### src/rtl/jump_inst_encoder_if.sv
// jump_inst_encoder_if
//   Request/response bundle for the JAL/JALR instruction encoder.
//   Also defines the codebase jump_ctrl codes `JAL and `JALR if they are not
//   already defined.
//   Signals:
//     in_valid/in_ready   request handshake
//     in_rd, in_rs1       register fields (rs1 used by JALR only)
//     in_imm[20:0]        signed byte offset
//     in_jump_ctrl[1:0]   `JAL or `JALR; other codes are rejected
//     out_valid/out_ready encoded word handshake
//     out_inst[31:0]      encoded instruction word (FIFO head)
//     err_pulse           one-cycle pulse per rejected request
//     enc_count/err_count wrapping word/reject counters
//   Modports: master = stimulus side, slave = encoder side.

`ifndef JAL
`define JAL 2'b01
`endif
`ifndef JALR
`define JALR 2'b10
`endif

interface jump_inst_encoder_if #(
  parameter int CNT_W = 16
);
  logic             in_valid;
  logic             in_ready;
  logic [4:0]       in_rd;
  logic [4:0]       in_rs1;
  logic [20:0]      in_imm;
  logic [1:0]       in_jump_ctrl;
  logic             out_valid;
  logic             out_ready;
  logic [31:0]      out_inst;
  logic             err_pulse;
  logic [CNT_W-1:0] enc_count;
  logic [CNT_W-1:0] err_count;

  modport master (
    output in_valid, in_rd, in_rs1, in_imm, in_jump_ctrl, out_ready,
    input  in_ready, out_valid, out_inst, err_pulse, enc_count, err_count
  );

  modport slave (
    input  in_valid, in_rd, in_rs1, in_imm, in_jump_ctrl, out_ready,
    output in_ready, out_valid, out_inst, err_pulse, enc_count, err_count
  );
endinterface

### src/rtl/jump_inst_encoder.sv
// jump_inst_encoder
//   Builds RV32I JAL/JALR words from rd/rs1/imm/jump_ctrl fields. A request is
//   legality-checked at accept, encoded into a one-word stage register, then
//   moved into a DEPTH-entry output FIFO. Rejected requests produce err_pulse
//   and bump err_count instead of a word.
//   Ports:
//     clk  rising-edge clock
//     rst  synchronous active-high reset
//     bus  jump_inst_encoder_if.slave (request, response, status counters)
//   Parameters:
//     DEPTH  output FIFO entries (power of 2, >= 2)
//     CNT_W  width of enc_count / err_count

module jump_inst_encoder #(
  parameter int DEPTH = 2,
  parameter int CNT_W = 16
) (
  input  logic               clk,
  input  logic               rst,
  jump_inst_encoder_if.slave bus
);
  localparam int AW = $clog2(DEPTH);
  localparam int CW = AW + 1;

  logic [31:0]      r_mem [DEPTH];
  logic [AW-1:0]    r_wptr;
  logic [AW-1:0]    r_rptr;
  logic [CW-1:0]    r_cnt;
  logic             r_stg_valid;
  logic [31:0]      r_stg_inst;
  logic [31:0]      r_last;
  logic             r_err_pulse;
  logic [CNT_W-1:0] r_enc_cnt;
  logic [CNT_W-1:0] r_err_cnt;

  logic        w_jal;
  logic        w_jalr;
  logic        w_legal;
  logic [31:0] w_enc;
  logic        w_full;
  logic        w_empty;
  logic        w_in_ready;
  logic        w_accept;
  logic        w_push;
  logic        w_pop;

  assign w_jal  = (bus.in_jump_ctrl == `JAL);
  assign w_jalr = (bus.in_jump_ctrl == `JALR);

  // JALR offset must fit a 12-bit signed field: upper bits are pure sign copies.
  assign w_legal = (w_jal  && !bus.in_imm[0]) ||
                   (w_jalr && (bus.in_imm[20:12] == {9{bus.in_imm[11]}}));

  assign w_enc = w_jal ?
    {bus.in_imm[20], bus.in_imm[10:1], bus.in_imm[11], bus.in_imm[19:12],
     bus.in_rd, 7'b1101111} :
    {bus.in_imm[11:0], bus.in_rs1, 3'b000, bus.in_rd, 7'b1100111};

  assign w_full  = (r_cnt == CW'(DEPTH));
  assign w_empty = (r_cnt == '0);

  // Built from registered state only, so out_ready never reaches in_ready.
  assign w_in_ready = !(r_stg_valid && w_full);
  assign w_accept   = bus.in_valid && w_in_ready;
  assign w_push     = r_stg_valid && !w_full;
  assign w_pop      = !w_empty && bus.out_ready;

  always_ff @(posedge clk) begin
    if (rst) begin
      for (int i = 0; i < DEPTH; i++) r_mem[i] <= '0;
      r_wptr      <= '0;
      r_rptr      <= '0;
      r_cnt       <= '0;
      r_stg_valid <= 1'b0;
      r_stg_inst  <= '0;
      r_last      <= '0;
      r_err_pulse <= 1'b0;
      r_enc_cnt   <= '0;
      r_err_cnt   <= '0;
    end else begin
      r_err_pulse <= w_accept && !w_legal;
      if (w_accept && !w_legal) r_err_cnt <= r_err_cnt + CNT_W'(1);

      // A new accept may refill the stage in the same cycle it drains.
      if (w_accept && w_legal) begin
        r_stg_valid <= 1'b1;
        r_stg_inst  <= w_enc;
      end else if (w_push) begin
        r_stg_valid <= 1'b0;
      end

      if (w_push) begin
        r_mem[r_wptr] <= r_stg_inst;
        r_wptr        <= r_wptr + AW'(1);
        r_enc_cnt     <= r_enc_cnt + CNT_W'(1);
      end

      // Remember the departing head so out_inst is stable once empty.
      if (w_pop) begin
        r_last <= r_mem[r_rptr];
        r_rptr <= r_rptr + AW'(1);
      end

      case ({w_push, w_pop})
        2'b10:   r_cnt <= r_cnt + CW'(1);
        2'b01:   r_cnt <= r_cnt - CW'(1);
        default: r_cnt <= r_cnt;
      endcase
    end
  end

  assign bus.in_ready  = w_in_ready;
  assign bus.out_valid = !w_empty;
  assign bus.out_inst  = w_empty ? r_last : r_mem[r_rptr];
  assign bus.err_pulse = r_err_pulse;
  assign bus.enc_count = r_enc_cnt;
  assign bus.err_count = r_err_cnt;
endmodule
### src/flat_wrapper.sv
// flat-port wrapper written by rule: the top's interface ports become plain ports
module jump_inst_encoder_flat 
#(
  parameter int DEPTH = 2,
  parameter int CNT_W = 16
)
  (clk, rst, bus_in_valid, bus_in_rd, bus_in_rs1, bus_in_imm, bus_in_jump_ctrl, bus_out_ready, bus_in_ready, bus_out_valid, bus_out_inst, bus_err_pulse, bus_enc_count, bus_err_count);
  jump_inst_encoder_if #(.CNT_W(CNT_W)) bus_i ();
  input  logic clk;
  input  logic rst;
  input wire logic [$bits(bus_i.in_valid)-1:0] bus_in_valid;
  input wire logic [$bits(bus_i.in_rd)-1:0] bus_in_rd;
  input wire logic [$bits(bus_i.in_rs1)-1:0] bus_in_rs1;
  input wire logic [$bits(bus_i.in_imm)-1:0] bus_in_imm;
  input wire logic [$bits(bus_i.in_jump_ctrl)-1:0] bus_in_jump_ctrl;
  input wire logic [$bits(bus_i.out_ready)-1:0] bus_out_ready;
  output wire logic [$bits(bus_i.in_ready)-1:0] bus_in_ready;
  output wire logic [$bits(bus_i.out_valid)-1:0] bus_out_valid;
  output wire logic [$bits(bus_i.out_inst)-1:0] bus_out_inst;
  output wire logic [$bits(bus_i.err_pulse)-1:0] bus_err_pulse;
  output wire logic [$bits(bus_i.enc_count)-1:0] bus_enc_count;
  output wire logic [$bits(bus_i.err_count)-1:0] bus_err_count;
  assign bus_i.in_valid = bus_in_valid;
  assign bus_i.in_rd = bus_in_rd;
  assign bus_i.in_rs1 = bus_in_rs1;
  assign bus_i.in_imm = bus_in_imm;
  assign bus_i.in_jump_ctrl = bus_in_jump_ctrl;
  assign bus_i.out_ready = bus_out_ready;
  assign bus_in_ready = bus_i.in_ready;
  assign bus_out_valid = bus_i.out_valid;
  assign bus_out_inst = bus_i.out_inst;
  assign bus_err_pulse = bus_i.err_pulse;
  assign bus_enc_count = bus_i.enc_count;
  assign bus_err_count = bus_i.err_count;
  jump_inst_encoder #(.DEPTH(DEPTH), .CNT_W(CNT_W)) u_core (.clk(clk), .rst(rst), .bus(bus_i));
endmodule
### config.mk
export PLATFORM = sky130hd
export DESIGN_NAME = jump_inst_encoder_flat
export DESIGN_NICKNAME = d
export VERILOG_FILES = /design/src/rtl/jump_inst_encoder_if.sv /design/src/rtl/jump_inst_encoder.sv /design/src/flat_wrapper.sv
export SDC_FILE = /design/constraint.sdc
export NUM_CORES = 1
export LEC_CHECK = 0
export CAP_MARGIN = 15
export CELL_PAD_IN_SITES_DETAIL_PLACEMENT = 2
export CELL_PAD_IN_SITES_GLOBAL_PLACEMENT = 2
export CORE_ASPECT_RATIO = 1.2
export CORE_MARGIN = 4
export CORE_UTILIZATION = 36
export DETAILED_ROUTE_END_ITERATION = 8
export PLACE_DENSITY_LB_ADDON = 0.1
export SLEW_MARGIN = 25
export SYNTH_ARGS = -nofsm -noshare
export SYNTH_HDL_FRONTEND = slang
export SYNTH_SLANG_ARGS = --single-unit
### constraint.sdc
create_clock -name clk -period 5.16 [get_ports clk]
set_input_delay 0.516 -clock clk [delete_from_list [all_inputs] [get_ports clk]]
set_output_delay 0.516 -clock clk [all_outputs]
set_load 0.05 [all_outputs]
# After elaboration in Yosys (flattened, before gate mapping)
# Memories as Yosys holds them, arrays and structs flattened. A register that Yosys moved wholly into a read port is not among the register bits.
# Index checks and enable logic that the tools add are counted.
[op_classes]
addsub = 6
eq_ne = 6
muxes = 15
reduce_logical = 18
[ops]
columns = ["cell", "count"]
rows = [
  ["$mux W32", 3],
  ["$add A16 B1 Y16 const B", 2],
  ["$reduce_or A32 Y1", 1],
  ["$mux W1", 11],
  ["$eq A9 B9 Y1", 1],
  ["$logic_and A1 B1 Y1", 8],
  ["$eq A2 B2 Y1 const B", 3],
  ["$logic_not A1 Y1", 5],
  ["$eq A2 B1 Y1 const B", 2],
  ["$pmux W2 S2", 1],
  ["$reduce_bool A2 Y1", 2],
  ["$add A1 B1 Y1 const B", 2],
  ["$add A2 B1 Y2 const B", 1],
  ["$logic_not A2 Y1", 1],
  ["$sub A2 B1 Y2 const B", 1],
  ["$logic_or A1 B1 Y1", 1],
]
[totals]
regBits = 102
ramBits = 64
inputBits = 37
output_inout_bits = 67
word_cells = 55
memories = 1
[memory_table]
columns = ["memory", "depth", "word_bits", "rd", "rd_ports_with_merged_regs", "wr", "line", "source"]
rows = [
  ["u_core.r_mem", 2, 32, 1, 1, 2, "jump_inst_encoder.sv:25", "logic [31:0] r_mem [DEPTH];"],
]

# Longest topological paths before layout
# Gate-level depths: netlist of the first run.
[depth]
word_depth = 8
mapped_depth = 8
mapped_depth_nobuf = 6

# Least setup slack after synthesis of the first run
# Ideal clock, no wire load.
[synth_timing]
path_type = "register to output"
startpoint = "register u_core.r_cnt[1]"
endpoint = "output port bus_out_inst[1]"
t_arrival_ps = 2290
required_time_ps = 4644
slack_ps = 2354
path_stages_with_launch = 6
n_path_buf = 3
cell_sequence = "dfxtp_1 > or2_2 > clkbuf_1 > clkbuf_1 > a21oi_1 > buf_4"
[synth_via]
elab_chain_len = 2
[synth_lines]
columns = ["element", "line", "source"]
rows = [
  ["from (decl)", "jump_inst_encoder.sv:28", "logic [CW-1:0] r_cnt;"],
  ["from (signal assigned)", "jump_inst_encoder.sv:105", "2'b10: r_cnt <= r_cnt + CW'(1);"],
  ["from (signal assigned)", "jump_inst_encoder.sv:106", "2'b01: r_cnt <= r_cnt - CW'(1);"],
  ["from (signal assigned)", "jump_inst_encoder.sv:107", "default: r_cnt <= r_cnt;"],
  ["$logic_not A2 Y1", "jump_inst_encoder.sv:60", "assign w_empty = (r_cnt == '0);"],
  ["$mux W32", "jump_inst_encoder.sv:114", "assign bus.out_inst = w_empty ? r_last : r_mem[r_rptr];"],
  ["to (decl)", "flat_wrapper.sv:19", "output wire logic [$bits(bus_i.out_inst)-1:0] bus_out_inst;"],
]
# Every way passes these cells.

# Worst setup path in the final report of the first run
[layout_timing]
startpoint = "register u_core.r_cnt[0]"
endpoint = "output port bus_out_inst[2]"
# The elaborated chain is that of the path after synthesis.

==> reports/qor_table.md, run 1 <==
| Parameter | Reported |
|---|---|
| Critical path endpoint category | output pin |
| Post-route cell area | 8100 µm² |
| Worst R2R Setup Slack | 2290 ps |
| Ports placed on the boundary | 104 |
| Hpwl dp | 11600 µm |
| DRT iter0 DRCs | 230 |
| DRC viols | 0 |
| FFs w/ async S/R, synth | 0% |
| Overall routed net length | 17600 µm |
| Via count of the first global-routing pass | 5441 |
| Rows | 52 |
| Share of final-layout standard cells stronger than drive strength 1 | 7.53% |
| Die Span Y | 153 µm |
| Biggest cell delay along the critical path | 870 ps |
| Layout Area Growth over Synthesis | 27.9% |
| Number of antenna repair diodes | 0 |
| Filler Cell Count | 1783 |
| Worst Path Required | 4640 ps |
| CTS tree | done |
| Class of the worst hold path | flip-flop to flip-flop |
| Final setup vio count | 0 |
| Initial antenna violation count | 0 |
| Max Buffers Root-to-Sink | 2 |
| Number of flops mapped to enable cells by yosys | 54 |
| Area of the multi-input gates | 2630 µm² |
| Outcome | finished clean |
| Cell type group with the largest total delay on the critical path | buffers and inverters |
| Least-Margin Pin Slew | 979 ps |
| Placed Instance Area | 7460 µm² |
| Placed instance count | 914 |
| Clock latency reported for the late side of the worst-skew pair | 430 ps |
| Post-Route Setup TNS | 0 ps |
| Net count of the mapped netlist | 676 |
| Mapped Cells | 636 |
| Post-CTS setup buffer count | 0 |
| Total vias in the final route | 4979 |
| PostCTS Resize Cnt | 0 |
| Global-route wire length before repair | 28900 µm |
| Max capacitance violation total | 0 |
| CP max-delay cell | clkdlybuf4s50_1 |
| Kind of launch point of the worst setup path | flip-flop |
| CTS sink cnt | 147 |
| Largest voltage drop on the vdd net | 0.243 mV |
| Area share of the largest cell type after synthesis | 29.4% |
| Remaining Overflow, GRT | 0 |
| Post-layout minimum cycle time | 3180 ps |
| Post-layout instance count excluding filler cells | 946 |
| Total clock buffers created by CTS | 17 |
| Number of slew-limit violations in the final report | 0 |
| Clk root buf | clkbuf_16 |
| Fin crit share | 61.6% |
| Netlist area before placement | 6330 µm² |
| Average via count per standard cell | 5.26 |
| Final Util | 47.5% |
| Main area contributors after synthesis | dfxtp_1 (29%), edfxtp_1 (26%), and2_1 (5.7%), nor2_1 (5.7%), mux2i_1 (5.5%) |
| Setup clock skew after layout | 9.70 ps |
| Worst slew margin | 34.7% |
| Number of hold violations in the final report | 0 |
| Remaining antenna violation count | 0 |
| Sequential area share after synthesis | 55.0% |
| Synthesis Warnings | 0 |
| Number of buffers inserted for hold repair after clock tree synthesis | 0 |
| Width of the chip | 129 µm |
| Count of cell types in the netlist | 46 |
| Arrival time worst endpoint | 2660 ps |
| Number of synthesized register bits | 147 |
| Maximum frequency from static timing analysis | 0.314 GHz |
| RePlAce Congestion | 0.730 |
| Initial standard-cell utilization of the core | 37.1% |
| Top cell types by occurrence after synthesis | nor2_1 (96), dfxtp_1 (93), and2_1 (58) |
| Register area | 3480 µm² |
| Library cell occupying the most area in the post-synthesis netlist | dfxtp_1 |
| Count of buffers from port buffering | 102 |
| CP max FO | 56 |
| Unrepaired setup endpoints after global routing | false |
| Routed len/inst | 18.6 µm |
| Crit path buffers/inverters | 1 |
| Top_reg_cell synth | dfxtp_1 |
| 1st-pass router iterations | 4 |
| Largest net degree at the start of global routing | 100 |
| Clock edge transition at the registers on the reported setup and hold paths | 60 ps |
| Cell with the most instances after synthesis | nor2_1 |
| Total power divided by cell area | 367 nW/µm² |
| Total Routing Usage GR | 18.4% |
| Reported leakage power | 2.72 nW |
| Type of the worst setup path | flip-flop to output pin |
| Post-synthesis average cell area | 9.95 µm² |
| Cell-by-cell trace of the critical path | or2_4 -> nor2_1 -> a21oi_1 -> clkdlybuf4s50_1 |
| DIE AREA | 19800 µm² |
| Final #Nets | 757 |
| Area inside the core boundary | 17000 µm² |
| Count of H-tree levels built during CTS | 4 |
logic make-up after synthesis:
group | count (synthesis) | synth area share (%)
multiplexers | 37 | 5.89
adder cells (fa/ha/maj) | 3 | 0.593
buffers and inverters | 50 | 3.56
other | 1 | 0.0593
XOR/XNOR | 24 | 3.32
AO/OA/AOI/OAI | 105 | 10.1
AND/OR/NAND/NOR | 269 | 21.4
flip-flops | 147 | 55.0
stage by stage:
stage	hold WS [ps]	worst slack [ps]	power, mW
2_1_floorplan	440	2350	1.54
3_3_place_gp	449	2000	1.67
3_5_place_dp	469	1900	1.68
4_1_cts	486	1660	3.01
5_1_grt	504	1710	3.09
6_report	482	1980	2.98
worst reg2reg max path: cells and delay by family, from the launching register on:
family          cells  cell delay [ps]
compound gates      1              150
fa+ha+maj           1              410
flops               1              430
simple gates        3             1820
metal layers:
layer | global-route usage (%) | vias up | share of wire [%]
met3 | 4.19 | 15 | 3.0
met2 | 31.7 | 83 | 52
li1 | - | 2396 | -
met5 | 0 | - | 0
met4 | 5.10 | 0 | 1.2
met1 | 22.9 | 2485 | 44
state kept, by name (all words and copies together), names as in the netlist, named ones only:
signal,count
u_core.bus.enc_count,16
u_core.r_mem,54
u_core.r_wptr,1
u_core.r_stg_valid,1
u_core.r_last,27
u_core.r_rptr,1
u_core.bus.err_count,16
u_core.r_stg_inst,27
u_core.bus.err_pulse,1
u_core.r_cnt,2
layout make-up:
cell class / instances / share of cell area [%]
timing repair buffer: 107 / 13.1
clock buffer: 17 / 5.25
sequential: 147 / 43.0
clock inverter: 15 / 2.53
tap: 216 / 3.34
inverter: 5 / 0.232
multi-input combinational: 439 / 32.5
power breakdown:
group          internal [mW]  switching (mW)
sequential              1.24          0.0215
combinational          0.134           0.263
clock                  0.812           0.507
total                   2.18           0.792
layout by cell type, fill, tap and decap left out, types with 5 or more instances in the layout:
cell and count:
nor2_1 96, and2_1 57, clkdlybuf4s50_1 101, o21ai_0 9
a211oi_1 34, edfxtp_1 54, buf_4 5, dfxtp_1 93
nor3_1 8, mux2i_1 35, inv_1 5, nor4_1 14
a21oi_1 53, or3_1 8, nand3_1 13, nand4_1 10
xnor2_1 20, nand2_1 39, clkbuf_16 17
final timing paths:
check	startpoint	end	cells after the start
worst min-delay path	u_core.r_stg_inst[23]	u_core.r_stg_inst[23]	2
worst max register to register	u_core.r_cnt[0]	u_core.r_cnt[1]	5
worst min register to register	u_core.r_stg_inst[23]	u_core.r_stg_inst[23]	2
worst max-delay path	u_core.r_cnt[0]	bus_out_inst[2]	4
Power figures use the tool's default switching activity.
==> run 2, diff against run 1 <==
--- a/config.mk
+++ b/config.mk
@@ -10,7 +10,7 @@
 export CELL_PAD_IN_SITES_GLOBAL_PLACEMENT = 2
 export CORE_ASPECT_RATIO = 1.2
 export CORE_MARGIN = 4
-export CORE_UTILIZATION = 36
+export CORE_UTILIZATION = 33
 export DETAILED_ROUTE_END_ITERATION = 8
 export PLACE_DENSITY_LB_ADDON = 0.1
 export SLEW_MARGIN = 25
==> constraint.sdc (replaced) <==
create_clock -name clk -period 3.32 [get_ports clk]
set_input_delay 0.332 -clock clk [delete_from_list [all_inputs] [get_ports clk]]
set_output_delay 0.332 -clock clk [all_outputs]
set_load 0.05 [all_outputs]
==> reports/qor_table.md, run 2 (synthesized netlist as in run 1, its figures left out) <==
| Parameter | Reported |
|---|---|
| Outcome | finished clean |
| Area of the multi-input gates | 2630 µm² |
| Worst slew margin | 45.4% |
| Number of hold violations in the final report | 0 |
| Number of buffers inserted for hold repair after clock tree synthesis | 0 |
| Remaining antenna violation count | 0 |
| Max capacitance violation total | 0 |
| Max Buffers Root-to-Sink | 2 |
| Via count of the first global-routing pass | 5520 |
| Worst setup timing slack at the placement stage | 690 ps |
| Type of the worst setup path | flip-flop to output pin |
| Clock edge transition at the registers on the reported setup and hold paths | 60 ps |
| Total power divided by cell area | 552 nW/µm² |
| Width of the chip | 134 µm |
| Maximum frequency from static timing analysis | 0.373 GHz |
| Area inside the core boundary | 18900 µm² |
| Global-route wire length before repair | 27700 µm |
| Overall routed net length | 16600 µm |
| Hpwl dp | 11700 µm |
| Initial antenna violation count | 0 |
| PostCTS Resize Cnt | 0 |
| Final #Nets | 761 |
| Ports placed on the boundary | 104 |
| DRT iter0 DRCs | 151 |
| Remaining Overflow, GRT | 0 |
| Biggest register | u_core.r_mem |
| Initial standard-cell utilization of the core | 33.6% |
| Worst Path Required | 2990 ps |
| Reported leakage power | 2.78 nW |
| RePlAce Congestion | 0.727 |
| Rows | 55 |
| Least-Margin Pin Slew | 818 ps |
| Kind of launch point of the worst setup path | flip-flop |
| Class of the worst hold path | input port to flip-flop |
| Fin crit share | 80.7% |
| Number of antenna repair diodes | 0 |
| PnR Total Power | 4.45 mW |
| Number of slew-limit violations in the final report | 0 |
| Setup clock skew after layout | 11.5 ps |
| 1st-pass router iterations | 4 |
| Leading registers by flop count | u_core.r_mem (54), u_core.r_last (27), u_core.r_stg_inst (27) |
| Post-CTS setup buffer count | 0 |
| Die Span Y | 160 µm |
| Share of final-layout standard cells stronger than drive strength 1 | 11.7% |
| Routed len/inst | 16.8 µm |
| Total vias in the final route | 4945 |
| Commonest non-fill, non-tap cells in the layout | nor2_1 (96), dfxtp_1 (93), clkdlybuf4s50_1 (70) |
| CP max FO | 36 |
| Layout Area Growth over Synthesis | 27.2% |
| Post-layout minimum cycle time | 2680 ps |
| Register area | 3480 µm² |
| Average via count per standard cell | 4.99 |
| Flip-flop count of the largest register after layout | 54 |
| Post-Route Setup TNS | 0 ps |
| Count of H-tree levels built during CTS | 4 |
| CTS sink cnt | 147 |
| Most frequent standard cell in the layout excluding fill and tap cells | nor2_1 |
| Largest net degree at the start of global routing | 56 |
| Total clock buffers created by CTS | 17 |
| Largest voltage drop on the vdd net | 0.285 mV |
| DRC viols | 0 |
| Arrival time worst endpoint | 2350 ps |
| CTS tree | done |
| Worst path setup slack after routing | 640 ps |
| Min Hold Slack | 392 ps |
| Clk root buf | clkbuf_16 |
| Final setup vio count | 0 |
| Total Routing Usage GR | 15.8% |
| Filler Cell Count | 2071 |
| DIE AREA | 21500 µm² |
| Count of buffers from port buffering | 102 |
| Critical path endpoint category | output pin |
| Clock latency reported for the late side of the worst-skew pair | 420 ps |
| Unrepaired setup endpoints after global routing | false |
[run 2: cell types whose count changed in the layout (fill, tap and decap cells not counted), sizes merged]
cell | before | now
inv | 7 | 6
clkinvlp | 3 | 2
clkdlybuf4s50 | 101 | 70
buf | 6 | 41
bufinv | 4 | 2
clkbuf | 17 | 19
clkinv | 6 | 8
[run 2: where the power goes]
group / leakage, nW / internal [mW] / total, mW / switching (mW)
combinational: 1.19 / 0.190 / 0.599 / 0.409
clock: 0.283 / 1.15 / 1.89 / 0.745
sequential: 1.31 / 1.92 / 1.95 / 0.0309
total: 2.78 / 3.26 / 4.45 / 1.19
[run 2: path summary, 6_finish.rpt]
check	start	endpoint	slack, ps	cells past startpoint
worst max-delay path	u_core.r_cnt[0]	bus_out_inst[2]	640	5
worst min-delay path	rst	u_core.r_stg_inst[6]	390	2
worst max register to register	u_core.r_cnt[0]	u_core.r_mem[1][31]	1010	5
worst min register to register	u_core.r_stg_inst[7]	u_core.r_stg_inst[7]	470	2
[run 2: area by class of cell]
cell class | count | share of cell area [%]
Multi-Input combinational cell | 439 | 32.7
Sequential cell | 147 | 43.3
Timing Repair Buffer | 111 | 12.5
Clock buffer | 19 | 5.64
Inverter | 5 | 0.233
Tap cell | 256 | 3.98
Clock inverter | 13 | 1.65
[run 2: per-layer routing]
metal	vias up	share of wire (%)	global-route usage, %
met3	17	3.5	4.28
met1	2452	44	18.3
met2	75	52	28.8
li1	2401	-	-
met4	0	1.0	4.03
met5	-	0	0
[run 2: per-stage QoR]
| stage | cell area [µm²] | utilization, % | instances |
|---|---|---|---|
| floorplan | 6330 | - | 636 |
| global placement | 7460 | 39.6 | 958 |
| detailed placement | 7460 | 39.6 | 958 |
| CTS | 8050 | 42.7 | 990 |
| global route | 8050 | 42.7 | 990 |
| finish | 8050 | 42.7 | 990 |
[run 2: worst max-delay path, stage by stage, from the launching register on]
cell and delay [ps]:
dfxtp_1 420, or2_2 410, buf_4 410, nor2_1 70
a21oi_1 320, buf_4 280
==> RTL change (settings of run 2) <==
Reset style: asynchronous (`rst`), changed in one clocked block. Comments in the files are not updated.
--- a/src/rtl/jump_inst_encoder.sv
+++ b/src/rtl/jump_inst_encoder.sv
@@ -67,3 +67,3 @@
 
-  always_ff @(posedge clk) begin
+  always_ff @(posedge clk or posedge rst) begin
     if (rst) begin
Check against the original RTL: differs if rst is asserted again (counterexample within 4 cycles, from zero or initial values and one cycle with rst high); with rst held inactive, the same outputs for 10 cycles.
==> RTL change against run 2 <==
Final area increased by 3.1%; worst setup slack got worse by 0.26 ns; die area increased by 2.4%; wire length decreased by 0.20%; synthesized area increased by 2.5%; final cell count decreased by 8.2%; sequential cell count decreased by 1.
Power is not compared: it rests on default switching activity, and its combinational part moved more than twofold at a synthesized area within 25%.
==> RTL change: results (changes against run 2) <==
| Metric | Value |
|---|---|
| Post-route ant nets | 0 (unchanged) |
| Max FFs per register | 54 (unchanged) |
| Actual slew at the worst max-slew pin | 0.744 ns (was 0.818 ns) |
| First-pass GRT wire length | 27700 microns (about the same) |
| PortBufs | 102 (unchanged) |
| Layout cells sized above 1 | 0.194 (was 0.117) |
| Top cells by area, synth | dfrtp_1, mux2_2, mux2i_1 (was dfxtp_1, edfxtp_1, and2_1) |
| Post-CTS Setup Inserts | 0 (unchanged) |
| Depth of the CTS H-tree | 4 (unchanged) |
| Inst Count DP | 878 (was 958) |
| Routed vias | 4520 (was 4945) |
| Fin cells | 909 (was 990) |
| Switching Share | 0.433 |
| M2 GR Usage | 0.290 (was 0.288) |
| Synthesized net count | 581 (was 676) |
| CTS Root Cell | clkbuf_16 (unchanged) |
| M1 GR Usage | 0.189 (was 0.183) |
| 1st-pass router iterations | 4 (unchanged) |
| Wire length per cell | 18.3 microns (was 16.8 microns) |
| Sequential fraction of the synthesis area | 0.563 (was 0.550) |
| Clk slew on worst S/H paths | 0.06 ns (about the same) |
| DP HPWL | 11400 microns (was 11700 microns) |
| DR iter-0 viols | 125 (was 151) |
| Vias in the first global route | 5174 (was 5520) |
| WP data arrival | 2.61 ns (was 2.35 ns) |
| Library cells used by synthesis | 47 (was 46) |
| Largest regs | u_core.r_mem (54), u_core.r_last (27), u_core.r_stg_inst (27) (unchanged) |
| Initial antenna violation count | 0 (unchanged) |
| Total CTS buffers | 17 (unchanged) |
| Run status | finished clean (unchanged) |
| Gr usage total | 0.160 (was 0.158) |
| Synth warnings | 0 (unchanged) |
| GR Util met3 | 0.0358 (was 0.0428) |
| Hold Crit Class | in2async (was in2reg) |
| VDD IR max | approximately 0.0007 V |
| Diode count | 0 (unchanged) |
| Largest net degree at the start of global routing | 85 (was 56) |
| Main synth FF type | dfrtp_1 (was dfxtp_1) |
| DP Area | 7740 sq um (was 7460 sq um) |
| Clock Skew | 0.0120 ns (was 0.0115 ns) |
| Final GP Congestion | 0.715 (was 0.727) |
| Worst-path maximum fanout | 43 (was 36) |
| Post-Place Worst Slack | 0.527 ns (was 0.690 ns) |
| Fillers | 1940 (was 2071) |
| Nets | 681 (was 761) |
| CTS Buffer Depth | 2 (unchanged) |
| Post-synthesis async set-or-reset flop share | 1.00 (was 0) |
| Most frequent cells after synthesis | dfrtp_1, mux2_2, nand2_1 (was nor2_1, dfxtp_1, and2_1) |
| Synthesized area per cell | 12.0 sq um (was 9.95 sq um) |
| Worst-Skew Late Latency | 0.42 ns (about the same) |
| Leakage power | between 3 and 4 nW |
-- RTL change: worst paths after layout --
check                                      endpoint                     start  depth (start not counted)  slack, ns
hold reg to reg            u_core.bus.err_count[15]  u_core.bus.err_count[15]                          1       0.47
hold / removal                     u_core.r_mem[60]                       rst                          2       0.41
min in group clk           u_core.bus.err_count[15]  u_core.bus.err_count[15]                          1       0.47
setup / recovery                    bus_out_inst[2]           u_core.r_cnt[0]                          4       0.37
max in group asynchronous             u_core.r_rptr                       rst                          3       2.02
setup reg to reg                    u_core.r_cnt[1]           u_core.r_cnt[1]                          7       1.04
-- RTL change: cell type report --
class,count,area (sq um),area share
clock buffers,19,443,0.0534
clock inverters,12,109,0.0131
inverters,5,27.5,0.00332
multi-input cells,359,2620,0.315
flip-flops and latches,146,3650,0.440
well taps,256,320,0.0386
repair buffers,112,1130,0.136
-- RTL change: timing repair --
item,in CTS,in global routing
endpoints found under the setup margin,0,7
hold buffers,0,0
resized for setup,0,1
-- RTL change: per-layer routing --
layer	vias up	wire (microns)
met2	77	8920
met1	2351	7000
li1	2078	-
met5	-	0
met4	0	180
met3	14	494
-- RTL change: worst max-delay path, cell delays in order (launching register included) --
cell	delay (ns)
dfrtp_1	0.43
or2_4	0.50
nor2_1	0.08
a21oi_1	0.30
clkdlybuf4s50_1	0.88
-- RTL change: cell families (layout without fill, tap and decap cells) --
kind of cell	after synthesis	after routing	synth area share
AO/OA/AOI/OAI	68	68	0.0590
XOR/XNOR	35	35	0.0473
adder cells (fa/ha/maj)	3	3	0.00579
buffers and inverters	36	148	0.0341
flip-flops	146	146	0.563
multiplexers	103	103	0.173
other	1	1	0.000578
AND/OR/NAND/NOR	149	149	0.117
-- RTL change: power by group through the flow --
stage,registers [mW],logic [mW],clock network (mW)
floorplan,2.87,2.70,0
global placement,2.77,3.98,0
global route,2.88,4.28,1.97
detailed placement,2.83,4.07,0
CTS,2.80,4.09,1.86
finish,2.79,4.01,1.80
